===== src/rtl/tick_receiver.sv =====
// ============================================================================
// tick_receiver
// ----------------------------------------------------------------------------
// Receiving end of the slow divided-clock toggle produced by the one-second
// divider. The asynchronous toggle is synchronised into the clk domain and
// each toggle edge (rising or falling) becomes one registered tick. The tick
// drives a note-scroll position counter under a small run-control FSM
// (IDLE / RUN / DONE). The block sits between the divider and the note/display
// logic.
//
// Optional feature (compile-time macro): TICK_WATCHDOG_EN
//   When defined, a 32-bit watchdog counts clk cycles spent in RUN without a
//   tick and raises a sticky stall flag after TIMEOUT cycles. The TIMEOUT
//   parameter only exists in that build. When undefined, no counter is built
//   and stall is a constant 0.
//
// Parameters
//   POS_W    width of pos
//   POS_MAX  last position value (must be <= 2**POS_W-1)
//   WRAP     1: pos wraps POS_MAX->0 and stays in RUN
//            0: pos saturates at POS_MAX and the FSM moves to DONE
//   TIMEOUT  cycles without a tick before stall (watchdog build only)
//
// Ports
//   clk         in   1      system clock
//   rst         in   1      reset, asynchronous, active-high
//   tick_in     in   1      toggle from divider, async to clk
//   start       in   1      IDLE->RUN request
//   stop        in   1      RUN/DONE->IDLE request, pos held
//   clear       in   1      pos<-0, FSM->IDLE
//   tick_pulse  out  1      one-cycle pulse per synchronised tick_in edge
//   pos         out  POS_W  current position
//   wrap        out  1      one-cycle pulse on POS_MAX->0 (WRAP=1 only)
//   running     out  1      high while the FSM is in RUN
//   done        out  1      high while the FSM is in DONE (WRAP=0 only)
//   stall       out  1      watchdog flag, 0 when the watchdog is not built
//   dbg_state   out  2      current FSM state (0=IDLE, 1=RUN, 2=DONE)
//
// Control interface: start/stop/clear are plain level-sampled requests with
// no handshake. Whatever is high at a rising clk edge is acted on in that
// cycle, with priority clear > stop > start > tick; the lower-priority
// events of that cycle are dropped.
// ============================================================================
module tick_receiver #(
    parameter int POS_W   = 7,
    parameter int POS_MAX = 127,
    parameter int WRAP    = 1
`ifdef TICK_WATCHDOG_EN
    ,
    parameter int unsigned TIMEOUT = 60000000
`endif
) (
    input  logic             clk,
    input  logic             rst,
    input  logic             tick_in,
    input  logic             start,
    input  logic             stop,
    input  logic             clear,
    output logic             tick_pulse,
    output logic [POS_W-1:0] pos,
    output logic             wrap,
    output logic             running,
    output logic             done,
    output logic             stall,
    output logic [1:0]       dbg_state
);

    // ------------------------------------------------------------------------
    // Constants
    // ------------------------------------------------------------------------
    localparam logic [1:0] ST_IDLE = 2'd0;
    localparam logic [1:0] ST_RUN  = 2'd1;
    localparam logic [1:0] ST_DONE = 2'd2;

    localparam logic [POS_W-1:0] POS_MAX_V  = POS_W'(POS_MAX);
    localparam logic [POS_W-1:0] POS_ONE    = POS_W'(1);
    localparam logic [POS_W-1:0] POS_MAX_M1 = POS_MAX_V - POS_ONE;

    // ------------------------------------------------------------------------
    // Synchroniser and edge detect
    // r_s1/r_s2 form the metastability chain; r_s3 holds the previous
    // synchronised level so s2^s3 flags any change of tick_in.
    // ------------------------------------------------------------------------
    logic       r_s1;
    logic       r_s2;
    logic       r_s3;
    logic [1:0] r_arm_cnt;
    logic       w_armed;
    logic       w_tick;
    logic       r_tick_pulse;

    always_ff @(posedge clk or posedge rst) begin
        if (rst) begin
            r_s1 <= 1'b0;
            r_s2 <= 1'b0;
            r_s3 <= 1'b0;
        end else begin
            r_s1 <= tick_in;
            r_s2 <= r_s1;
            r_s3 <= r_s2;
        end
    end

    // The sync chain resets to 0, so if tick_in is already high at reset
    // release the chain fills with 1s and s2^s3 would report a fake edge.
    // Edges are ignored until three clk edges after release, by which time
    // the chain reflects the real input level.
    always_ff @(posedge clk or posedge rst) begin
        if (rst) begin
            r_arm_cnt <= 2'd0;
        end else if (!w_armed) begin
            r_arm_cnt <= r_arm_cnt + 2'd1;
        end
    end

    assign w_armed = (r_arm_cnt == 2'd3);
    assign w_tick  = (r_s2 ^ r_s3) & w_armed;

    // tick_pulse is independent of the FSM: every armed edge shows up.
    always_ff @(posedge clk or posedge rst) begin
        if (rst) begin
            r_tick_pulse <= 1'b0;
        end else begin
            r_tick_pulse <= w_tick;
        end
    end

    // ------------------------------------------------------------------------
    // Run-control FSM and position counter
    // pos updates on the same edge that raises tick_pulse, so the new pos
    // value and the pulse appear together.
    // ------------------------------------------------------------------------
    logic [1:0]       r_state;
    logic [1:0]       w_state_nxt;
    logic [POS_W-1:0] r_pos;
    logic [POS_W-1:0] w_pos_nxt;
    logic             w_wrap_nxt;
    logic             r_wrap;
    logic             r_running;
    logic             r_done;

    always_comb begin
        // Illegal encodings fall back to IDLE.
        w_state_nxt = ((r_state == ST_RUN) || (r_state == ST_DONE)) ? r_state : ST_IDLE;
        w_pos_nxt   = r_pos;
        w_wrap_nxt  = 1'b0;

        if (clear) begin
            w_state_nxt = ST_IDLE;
            w_pos_nxt   = '0;
        end else if (stop) begin
            w_state_nxt = ST_IDLE;
        end else if (start && (r_state == ST_IDLE)) begin
            // A tick arriving in the same cycle is consumed by the start.
            w_state_nxt = ST_RUN;
        end else if (w_tick && (r_state == ST_RUN)) begin
            if (WRAP != 0) begin
                if (r_pos >= POS_MAX_V) begin
                    w_pos_nxt  = '0;
                    w_wrap_nxt = 1'b1;
                end else begin
                    w_pos_nxt = r_pos + POS_ONE;
                end
            end else begin
                // >= also covers re-entering RUN from DONE with pos at
                // POS_MAX: the next tick keeps pos saturated and returns
                // to DONE instead of overflowing.
                if (r_pos >= POS_MAX_M1) begin
                    w_pos_nxt   = POS_MAX_V;
                    w_state_nxt = ST_DONE;
                end else begin
                    w_pos_nxt = r_pos + POS_ONE;
                end
            end
        end
    end

    always_ff @(posedge clk or posedge rst) begin
        if (rst) begin
            r_state   <= ST_IDLE;
            r_pos     <= '0;
            r_wrap    <= 1'b0;
            r_running <= 1'b0;
            r_done    <= 1'b0;
        end else begin
            r_state   <= w_state_nxt;
            r_pos     <= w_pos_nxt;
            r_wrap    <= w_wrap_nxt;
            // Decoded from the next state so the flags line up with r_state.
            r_running <= (w_state_nxt == ST_RUN);
            r_done    <= (w_state_nxt == ST_DONE);
        end
    end

    // ------------------------------------------------------------------------
    // Optional watchdog
    // ------------------------------------------------------------------------
`ifdef TICK_WATCHDOG_EN
    localparam logic [31:0] WD_LIMIT = 32'(TIMEOUT);

    logic [31:0] r_wd_cnt;
    logic        r_stall;
    logic        w_wd_clr;
    logic        w_wd_inc;

    // Any activity, or simply not running, restarts the count.
    assign w_wd_clr = w_tick | start | stop | clear | (r_state != ST_RUN);
    assign w_wd_inc = !w_wd_clr && (r_wd_cnt != WD_LIMIT);

    always_ff @(posedge clk or posedge rst) begin
        if (rst) begin
            r_wd_cnt <= '0;
        end else if (w_wd_clr) begin
            r_wd_cnt <= '0;
        end else if (w_wd_inc) begin
            r_wd_cnt <= r_wd_cnt + 32'd1;
        end
    end

    // stall rises on the edge where the count reaches WD_LIMIT and stays up
    // (the count parks at WD_LIMIT) until a tick, stop or clear.
    always_ff @(posedge clk or posedge rst) begin
        if (rst) begin
            r_stall <= 1'b0;
        end else if (w_tick || stop || clear) begin
            r_stall <= 1'b0;
        end else if (w_wd_inc && (r_wd_cnt == (WD_LIMIT - 32'd1))) begin
            r_stall <= 1'b1;
        end
    end

    assign stall = r_stall;
`else
    assign stall = 1'b0;
`endif

    // ------------------------------------------------------------------------
    // Outputs
    // ------------------------------------------------------------------------
    assign tick_pulse = r_tick_pulse;
    assign pos        = r_pos;
    assign wrap       = r_wrap;
    assign running    = r_running;
    assign done       = r_done;
    assign dbg_state  = r_state;

endmodule


===== config.mk =====
export PLATFORM = sky130hd
export DESIGN_NAME = tick_receiver
export DESIGN_NICKNAME = d
export VERILOG_FILES = /design/src/rtl/tick_receiver.sv
export SDC_FILE = /design/constraint.sdc
export NUM_CORES = 1
export LEC_CHECK = 0
export ABC_CLOCK_PERIOD_IN_PS = 1950
export CORE_MARGIN = 1
export CORE_UTILIZATION = 38
export DETAILED_ROUTE_END_ITERATION = 12
export GPL_ROUTABILITY_DRIVEN = 0
export GPL_TIMING_DRIVEN = 0
export PLACE_DENSITY_LB_ADDON = 0.15
export SYNTH_ARGS = -nofsm -noshare
export SYNTH_HDL_FRONTEND = slang
export SYNTH_SLANG_ARGS = --single-unit
export TNS_END_PERCENT = 30

===== constraint.sdc =====
create_clock -name clk -period 1.95 [get_ports clk]
set_clock_uncertainty 0.15 [all_clocks]
set_input_delay 0.4875 -clock clk [delete_from_list [all_inputs] [get_ports clk]]
set_output_delay 0.4875 -clock clk [all_outputs]
set_load 0.05 [all_outputs]

==> impl_metrics.tcl <==
set metrics [dict create \
    rsz0062_at_grt "yes" \
    portBuffers 18 \
    antenna_cells 0 \
    clk_latency_ps 290 \
    syn_area_um2 778 \
    fin_util 0.514 \
    pwr-share-comb 0.120 \
    worst-path-max-fanout 6 \
    p_leak_nw 0.461 \
    synthAdderAreaFrac 0.0322 \
    max_cap_viol_count 0 \
    ys_warn_count 0 \
    vias_per_cell 5.22 \
    hold_viol 0 \
    synth_top_family_by_area "simple AND/OR/NAND/NOR gates" \
    finalCriticalPeriod_ps 1880 \
    min_path_type "reg -> reg" \
    drt.antenna.violating_nets 0 \
    cp-start-kind "flop" \
    area.growth.synth_to_final_pct 28.3 \
    drc 0 \
    fmax_mhz 531 \
    avgSynthCellArea_um2 11.0 \
    dpl_worst_slack_ps -241 \
    maxSlewHeadroom 0.556 \
    antenna_found_initial 0 \
    cts_tree "built" \
    synth_compound_area_frac 0.0820 \
    ios 20 \
    p_clk_frac 0.323 \
    grt_pass1_vias 510 \
    status "finished clean" \
    cpMaxStageDelayCell "dlygate4sd2_1" \
    core_mm2 0.00194 \
    clk_pin_slew_ps 110 \
    cpPeakStageDelay_ps 530 \
    seq_area_frac_synth 0.579 \
    cts.path.max_buffers 2 \
    tightest_slew_ps 666 \
    synth.distinct_cells 28 \
    intPower_w 0.000524 \
    cts_setup_buffers 0 \
    die-area_mm2 0.00223 \
    crit_required_ps 1310 \
    power.switching_w 0.000185 \
    path_buf_inv 1 \
    cts-root-buf "clkbuf_4" \
    synthesis.nets 79 \
    die_w_um 47.3 \
    hold_buffers 0 \
    yosys.area_share.simple 0.235 \
    final_nets 102 \
    layout-drive-gt1-share 0.194 \
    grt_util_all_layers 0.148 \
    seqPwrFrac 0.558 \
    firstDrtPassIters 4 \
    synth_mux_area_frac 0.0145 \
    initial_utilization 0.401 \
    powerDensity_mw_per_mm2 710 \
    ys_ff_latch 18 \
    setup_viol 0 \
    worstPathArrival_ps 1250 \
    post_drt_wl_per_cell_um 11.7 \
    fin_cells 120 \
    drt-total-wl_mm 1.40 \
    first_iter_violations 14 \
    clock-sinks 18 \
    vias 626 \
    synth_cells 71 \
    synth_xor_area_frac 0.0225 \
    cts_made_buffers 3 \
    layout_setup_ws_ps 65.3 \
    crit_type "reg -> out" \
    grt_max_degree 19 \
    die_h_um 47.3 \
    row_count 16 \
    ir_drop_uv 380 \
    finalCritPeriodShare 0.967 \
    slew_viol_final 0 \
    p_sw_frac 0.262 \
    cp_top_family "buffers and inverters" \
    dp.cells 116 \
    grt_overflow 0 \
    cts_max_level 1 \
    critPathCaptureType "primary output" \
    hold_ws_ps 199 \
    grt_pass1_wl_mm 2.29 \
    path_cells "dlygate4sd2_1" \
]
==> power by group through the flow <==
stage | combinational, W | clock, W | sequential [W]
floorplan | 0.0000290 | 0 | 0.000431
detailed placement | 0.0000932 | 0 | 0.000403
global route | 0.0000921 | 0.000248 | 0.000398
CTS | 0.0000879 | 0.000237 | 0.000395
global placement | 0.0000925 | 0 | 0.000402
finish | 0.0000848 | 0.000229 | 0.000395
==> worst paths after layout <==
kind                            startpoint  slack (ps)  endpoint  depth (start not counted)
worst max-delay path                pos[0]          70    pos[0]                          1
worst min-delay path                  r_s1         200      r_s2                          0
worst max register to register      pos[0]         260    pos[6]                          6
worst min register to register        r_s1         200      r_s2                          0
max in group asynchronous              rst         770    pos[1]                          2
min in group asynchronous              rst         420    pos[6]                          2
==> final cells by class <==
cell class | instances | area, um^2
tap | 27 | 33.8
buffer | 4 | 21.3
timing repair buffer | 18 | 146
multi-input combinational | 48 | 304
inverter | 1 | 3.75
clock buffer | 4 | 36.3
fill | 194 | 943
sequential | 18 | 453
==> flip-flops by register name, indices dropped and copies added (netlist names) <==
| register | count |
|---|---|
| r_s2 | 1 |
| done | 1 |
| dbg_state | 2 |
| pos | 7 |
| r_s3 | 1 |
| r_s1 | 1 |
| running | 1 |
| wrap | 1 |
| r_arm_cnt | 2 |
| tick_pulse | 1 |
==> logic make-up after synthesis <==
family | Yosys count
AO/OA/AOI/OAI | 10
AND/OR/NAND/NOR | 32
flip-flops | 18
buffers and inverters | 5
adder cells (fa/ha/maj) | 2
XOR/XNOR | 2
multiplexers | 1
other | 1
==> through the flow <==
step / cell area (um^2) / power [W] / setup TNS, ps
floorplan: 781 / 0.000460 / 0
global placement: 995 / 0.000495 / -998
detailed placement: 995 / 0.000496 / -1120
CTS: 1020 / 0.000721 / 0
global route: 998 / 0.000737 / -2.32
finish: 998 / 0.000709 / 0
==> placed cells by master (no fill, tap or decap), drive strengths merged, types with 2 or more instances in the layout <==
master         netlist  final
a311oi               2      2
nor3                 2      2
nand2                7      7
dlygate4sd2          0      7
a31oi                2      2
clkdlybuf4s50        0      5
a21oi                5      5
nor2                 3      3
nor4b                2      2
nand3                6      6
nor4                 2      2
dfrtp               18     18
clkbuf               2     11
ha                   2      2
buf                  2      2
or3                  3      3
==> synthesized netlist by cell type (all sizes together) <==
library cell   n  area [um^2]
clkbuf         2         7.51
xnor2          1         8.76
a31oi          2         12.5
nor2           3         11.3
and4           1         10.0
buf            2         12.5
nor3           2         10.0
or2            1         6.26
nand3          6         30.0
inv            1         3.75
ha             2         25.0
a41oi          1         8.76
xor2           1         8.76
a21oi          5         25.0
nand2          7         26.3
conb           1         3.75
and2           1         7.51
dfrtp         18          450
and3           1         6.26
mux2           1         11.3
nand3b         1         7.51
nand2b         1         6.26
a311oi         2         17.5
nor4           2         12.5
nand4          1         12.5
or3            3         18.8
nor4b          2         17.5
==> routing by layer <==
metal / track usage / wire length (um) / up-vias / part of all wire
li1: - / - / 301 / -
met1: 0.203 / 663 / 309 / 0.47
met2: 0.230 / 668 / 12 / 0.48
met3: 0.0231 / 51 / 4 / 0.036
met4: 0.0686 / 19 / 0 / 0.014
met5: 0 / 0 / - / 0
==> repair_timing <==
item / CTS / global route
endpoints found under the setup margin: 13 / 8
hold endpoints to repair: 0 / 0
gates resized for setup: 15 / 11
pin swaps: 0 / 1
(Power assumes the default switching activity.)
